[src/rtl/fp_pkg.sv]
// Shared FP datapath definitions: multiplier FSM states and the default
// fraction widths used by both the mantissa multiplier and divider.
package fp_pkg;

    typedef enum logic [1:0] {
        IDLE = 2'd0,
        BUSY = 2'd1,
        DONE = 2'd2
    } mul_state_t;

    localparam int SP_FRAC_W = 23;
    localparam int DP_FRAC_W = 52;

endpackage

[src/rtl/mantissa_normalizer.sv]
// Maps a raw {1.m1}x{1.m2} product to a truncated WIDTH-bit fraction plus
// an exponent-increment flag; outputs read zero while valid is low.
module mantissa_normalizer #(
    parameter int WIDTH = 23
) (
    input  logic [2*WIDTH+1:0] p,
    input  logic               valid,
    output logic [WIDTH-1:0]   m3,
    output logic               increment_exponent
);

    localparam int PW = 2*WIDTH + 2;

    // Product lies in [1,4); the top bit says whether it reached 2.0.
    always_comb begin
        m3                 = '0;
        increment_exponent = 1'b0;
        if (valid) begin
            increment_exponent = p[PW-1];
            m3 = p[PW-1] ? WIDTH'(p >> (WIDTH+1)) : WIDTH'(p >> WIDTH);
        end
    end

endmodule

[src/rtl/mantissa_multiplier_seq.sv]
// Iterative radix-2 shift-add multiplier for hidden-one mantissas; one
// partial product per cycle, valid/ready handshake on both sides.
module mantissa_multiplier_seq
    import fp_pkg::*;
#(
    parameter int WIDTH = SP_FRAC_W
) (
    input  logic             clk,
    input  logic             reset,
    input  logic             in_valid,
    output logic             in_ready,
    input  logic [WIDTH-1:0] m1,
    input  logic [WIDTH-1:0] m2,
    output logic             out_valid,
    input  logic             out_ready,
    output logic [WIDTH-1:0] m3,
    output logic             increment_exponent
);

    localparam int PW = 2*WIDTH + 2;
    localparam int CW = $clog2(WIDTH+1);

    mul_state_t      state, state_next;
    logic [PW-1:0]   a;
    logic [PW-1:0]   p;
    logic [WIDTH:0]  b;
    logic [CW-1:0]   cnt;
    logic            accept;

    always_comb begin
        state_next = state;
        in_ready   = 1'b0;
        out_valid  = 1'b0;
        accept     = 1'b0;
        case (state)
            IDLE: begin
                in_ready = 1'b1;
                if (in_valid) begin
                    accept     = 1'b1;
                    state_next = BUSY;
                end
            end
            BUSY: begin
                if (cnt == '0) state_next = DONE;
            end
            DONE: begin
                out_valid = 1'b1;
                if (out_ready) state_next = IDLE;
            end
            default: state_next = IDLE;
        endcase
    end

    always_ff @(posedge clk) begin
        if (reset) begin
            state <= IDLE;
            a     <= '0;
            b     <= '0;
            p     <= '0;
            cnt   <= '0;
        end else begin
            state <= state_next;
            if (accept) begin
                a   <= PW'({1'b1, m1});
                b   <= {1'b1, m2};
                p   <= '0;
                cnt <= CW'(WIDTH);
            end else if (state == BUSY) begin
                // Counter runs WIDTH..0, giving one step per multiplier bit.
                if (b[0]) p <= p + a;
                a <= a << 1;
                b <= b >> 1;
                if (cnt != '0) cnt <= cnt - CW'(1);
            end
        end
    end

    mantissa_normalizer #(.WIDTH(WIDTH)) u_norm (
        .p                  (p),
        .valid              (out_valid),
        .m3                 (m3),
        .increment_exponent (increment_exponent)
    );

endmodule

[config.mk]
export PLATFORM = sky130hd
export DESIGN_NAME = mantissa_multiplier_seq
export DESIGN_NICKNAME = d
export VERILOG_FILES = /design/src/rtl/fp_pkg.sv /design/src/rtl/mantissa_normalizer.sv /design/src/rtl/mantissa_multiplier_seq.sv
export SDC_FILE = /design/constraint.sdc
export NUM_CORES = 1
export LEC_CHECK = 0
export ABC_AREA = 0
export ABC_CLOCK_PERIOD_IN_PS = 6200
export CAP_MARGIN = 5
export CORE_MARGIN = 4
export CORE_UTILIZATION = 25
export CTS_BUF_LIST = sky130_fd_sc_hd__clkbuf_4 sky130_fd_sc_hd__clkbuf_8
export DETAILED_ROUTE_END_ITERATION = 10
export GPL_ROUTABILITY_DRIVEN = 1
export GPL_TIMING_DRIVEN = 0
export PLACE_DENSITY_LB_ADDON = 0.08
export SLEW_MARGIN = 20
export SYNTH_ARGS = -nofsm -noshare
export SYNTH_HDL_FRONTEND = slang
export SYNTH_HIERARCHICAL = 1
export SYNTH_SLANG_ARGS = --single-unit
[constraint.sdc]
create_clock -name clk -period 6.2 [get_ports clk]
set_clock_uncertainty 0.15 [all_clocks]
set_input_delay 1.24 -clock clk [delete_from_list [all_inputs] [get_ports clk]]
set_output_delay 1.24 -clock clk [all_outputs]
set_load 0.02 [all_outputs]
==> summary.txt <==
Drt
  • Vias: 7,333
  • Via/cell ratio: 4.921
  • Initial DRT Pass Iterations: 5
  • # DRC: 0
  • ANT nets after route: 0
  • Overall routed net length: 25,930 um
  • DR WL/cell: 17.40 um
  • Starting DRT DRC Count: 429

STA
  • F_max: 0.2436 GHz
  • Endpoints failing setup: 0
  • Crit path time final: 4.105 ns
  • RSZ-0062 raised after global routing: false
  • Fin Setup TNS: 0 ns
  • Slew at the pin with the worst max-slew slack: 0.7592 ns
  • Max Slew Vio Count: 0
  • Max_slew headroom: 49.20%
  • Worst setup margin: 2.095 ns
  • Fin crit share: 66.20%
  • Final Hold Vio Count: 0

Pwr
  • Pleak: 3.319 nW
  • Pwr/cell area: 204.7 mW/mm2
  • VDD IR max: 0.1087 mV

Job
  • Max-cap violation count: 0

Global routing
  • Pin count of the biggest net entering global routing: 17
  • Total GRT Usage: 15.37%
  • Vias in the first global route: 7,406
  • Initial antenna violation count: 0
  • Grt total ovfl: 0
  • First-pass GRT wire length: 41,210 um

Outcome
  • Status: completed

Worst setup path
  • CP max stage cell: clkdlybuf4s50_1
  • CP most frequent cell: nor2b_1
  • Worst Setup End Kind: primary output
  • Critical Path Max Stage Delay: 0.61 ns
  • Worst Setup Path Type: register to primary output
  • Critical Path AT: 2.71 ns
  • Worst Path Max Fanout: 10
  • CP required: 4.81 ns
  • Critical path, cell by cell: nor2b_1, clkbuf_1, nor2b_1, clkdlybuf4s50_1
  • CP Launch Type: register

Synth
  • Cell Area, Synth: 0.007677 mm2
  • Cells after synthesis: 993
  • Avg Inst Size Synth: 7.731 um2
  • Syn_nets: 1,093
  • Synth Warn #: 6
  • Async S/R FF share, synth: 0%
  • Post-synth EDFFs: 0
  • Sequential area share after synthesis: 33.12%
  • Post-synth cell types: 57
  • Main synth FF type: dfxtp_1
  • Register bit count reported by yosys: 127

Clock tree
  • Clock Pin Slew Worst Setup and Hold Paths: 0.09 ns
  • Postcts setup bufs: 0
  • Worst-Skew Late Latency: 0.46 ns
  • CTS tree: done
  • CTS Sinks: 127
  • PostCTS Resize Cnt: 0
  • CTS Hold Bufs: 0
  • Root Buffer Master: clkbuf_8
  • CTS buffer count: 17
  • Worst-case clock buffer depth: 2
  • H-Tree Depth: 4

Floorplan
  • Die Width: 183.2 um
  • DIE HEIGHT: 183.2 um
  • Initial core utilization: 25.63%
  • Core ar.: 0.02995 mm2
  • Num ports: 76
  • # rows: 63
  • Die area: 0.03358 mm2

Finish
  • Finished Core Util: 31.04%
  • Nets: 1,187
  • Antenna Cells: 0
  • P&R area growth vs syn: 21.09%
  • Share of cells above drive strength 1: 4.000%

Placement
  • RePlAce Congestion: 0.8008
  • IO Port Bufs: 75
  • Setup WS pre-CTS: 2.216 ns
  • Final HPWL DP: 19,810 um

Hold path
  • Hold WC Path Type: register to register
## area by class of cell
class                           count  area (um2)
Clock buffer                       17       234.0
Clock inverter                     15       146.4
Tap cell                          390       488.0
Buffer                             56       250.2
Fill cell                        3322       20660
Multi-Input combinational cell    800        4847
Inverter                           10       37.54
Timing Repair Buffer               75       750.7
Sequential cell                   127        2542
## registers in the layout, summed over array words and instances, names as in the netlist
register,cells
cnt,5
a,48
b,24
p,48
state,2
## logic make-up after synthesis
group           Yosys count  share of synthesized area [%]
flops                   127                          33.12
xor+xnor                 41                          4.677
simple gates            357                          20.84
fa+ha+maj                50                          8.246
buf+inv                  66                          3.748
compound gates          329                          26.37
mux                      23                          2.999
## synthesized netlist by cell type, types with 22 or more instances
library cell | number | area [um2]
dfxtp_1 | 127 | 2542
a22oi_1 | 46 | 345.3
a21oi_1 | 160 | 800.8
ha_1 | 49 | 613.1
nor2b_1 | 30 | 187.7
clkbuf_1 | 47 | 176.4
nor2_1 | 43 | 161.4
xnor2_1 | 22 | 192.7
mux2i_1 | 23 | 230.2
nand2_1 | 201 | 754.5
nand3_1 | 24 | 120.1
o21ai_0 | 37 | 185.2
## worst max-delay path: cells and delay by family, from the launching register on
family / cells / cell delay, ns
buffers and inverters: 2 / 1.07
AND/OR/NAND/NOR: 2 / 0.75
flip-flops: 1 / 0.43
## cell usage in the layout (no fill, tap or decap), types with 30 or more instances in the layout
| cell | netlist | routed |
|---|---|---|
| o21ai_0 | 37 | 37 |
| ha_1 | 49 | 49 |
| nor2_1 | 43 | 43 |
| dfxtp_1 | 127 | 127 |
| a22oi_1 | 46 | 46 |
| nor2b_1 | 30 | 30 |
| clkbuf_1 | 47 | 47 |
| nand2_1 | 201 | 201 |
| a21oi_1 | 160 | 160 |
| clkdlybuf4s50_1 | 0 | 75 |
## final timing paths
kind              slack [ns]                 end                  start  cells after the start
hold / removal          0.31   b[8]$_SDFFE_PP0P_      b[8]$_SDFFE_PP0P_                      2
hold reg to reg         0.31   b[8]$_SDFFE_PP0P_      b[8]$_SDFFE_PP0P_                      2
setup / recovery        2.10               m3[5]  state[1]$_SDFFE_PP0P_                      4
setup reg to reg        2.59  p[34]$_SDFFE_PP0P_      a[0]$_SDFFE_PP0P_                     11
## metrics by stage
stage | std cells | power (W) | hold WS, ns | instance area, um2
2_1_floorplan | 993 | 0.001072 | 0.2856 | 7677
3_5_place_dp | 1458 | 0.001201 | 0.2969 | 8916
5_1_grt | 1490 | 0.002004 | 0.3250 | 9296
6_report | 1490 | 0.001903 | 0.3079 | 9296
4_1_cts | 1490 | 0.001936 | 0.3091 | 9296
3_3_place_gp | 1458 | 0.001201 | 0.2930 | 8916
## power breakdown
part | internal, W | leakage, nW | switching [W] | total [W]
combinational | 0.000104 | 2.10 | 0.000190 | 0.000294
clock | 0.000298 | 0.189 | 0.000427 | 0.000725
sequential | 0.000852 | 1.03 | 0.0000312 | 0.000883
## routing by layer
| metal | global-route usage, % | vias up | part of all wire, % |
|---|---|---|---|
| met5 | 0 | - | 0 |
| met4 | 3.814 | 0 | 1.2 |
| met3 | 2.638 | 12 | 2.8 |
| met2 | 25.89 | 104 | 48 |
| met1 | 20.51 | 3455 | 48 |
| li1 | - | 3762 | - |
(Power assumes the default switching activity.)
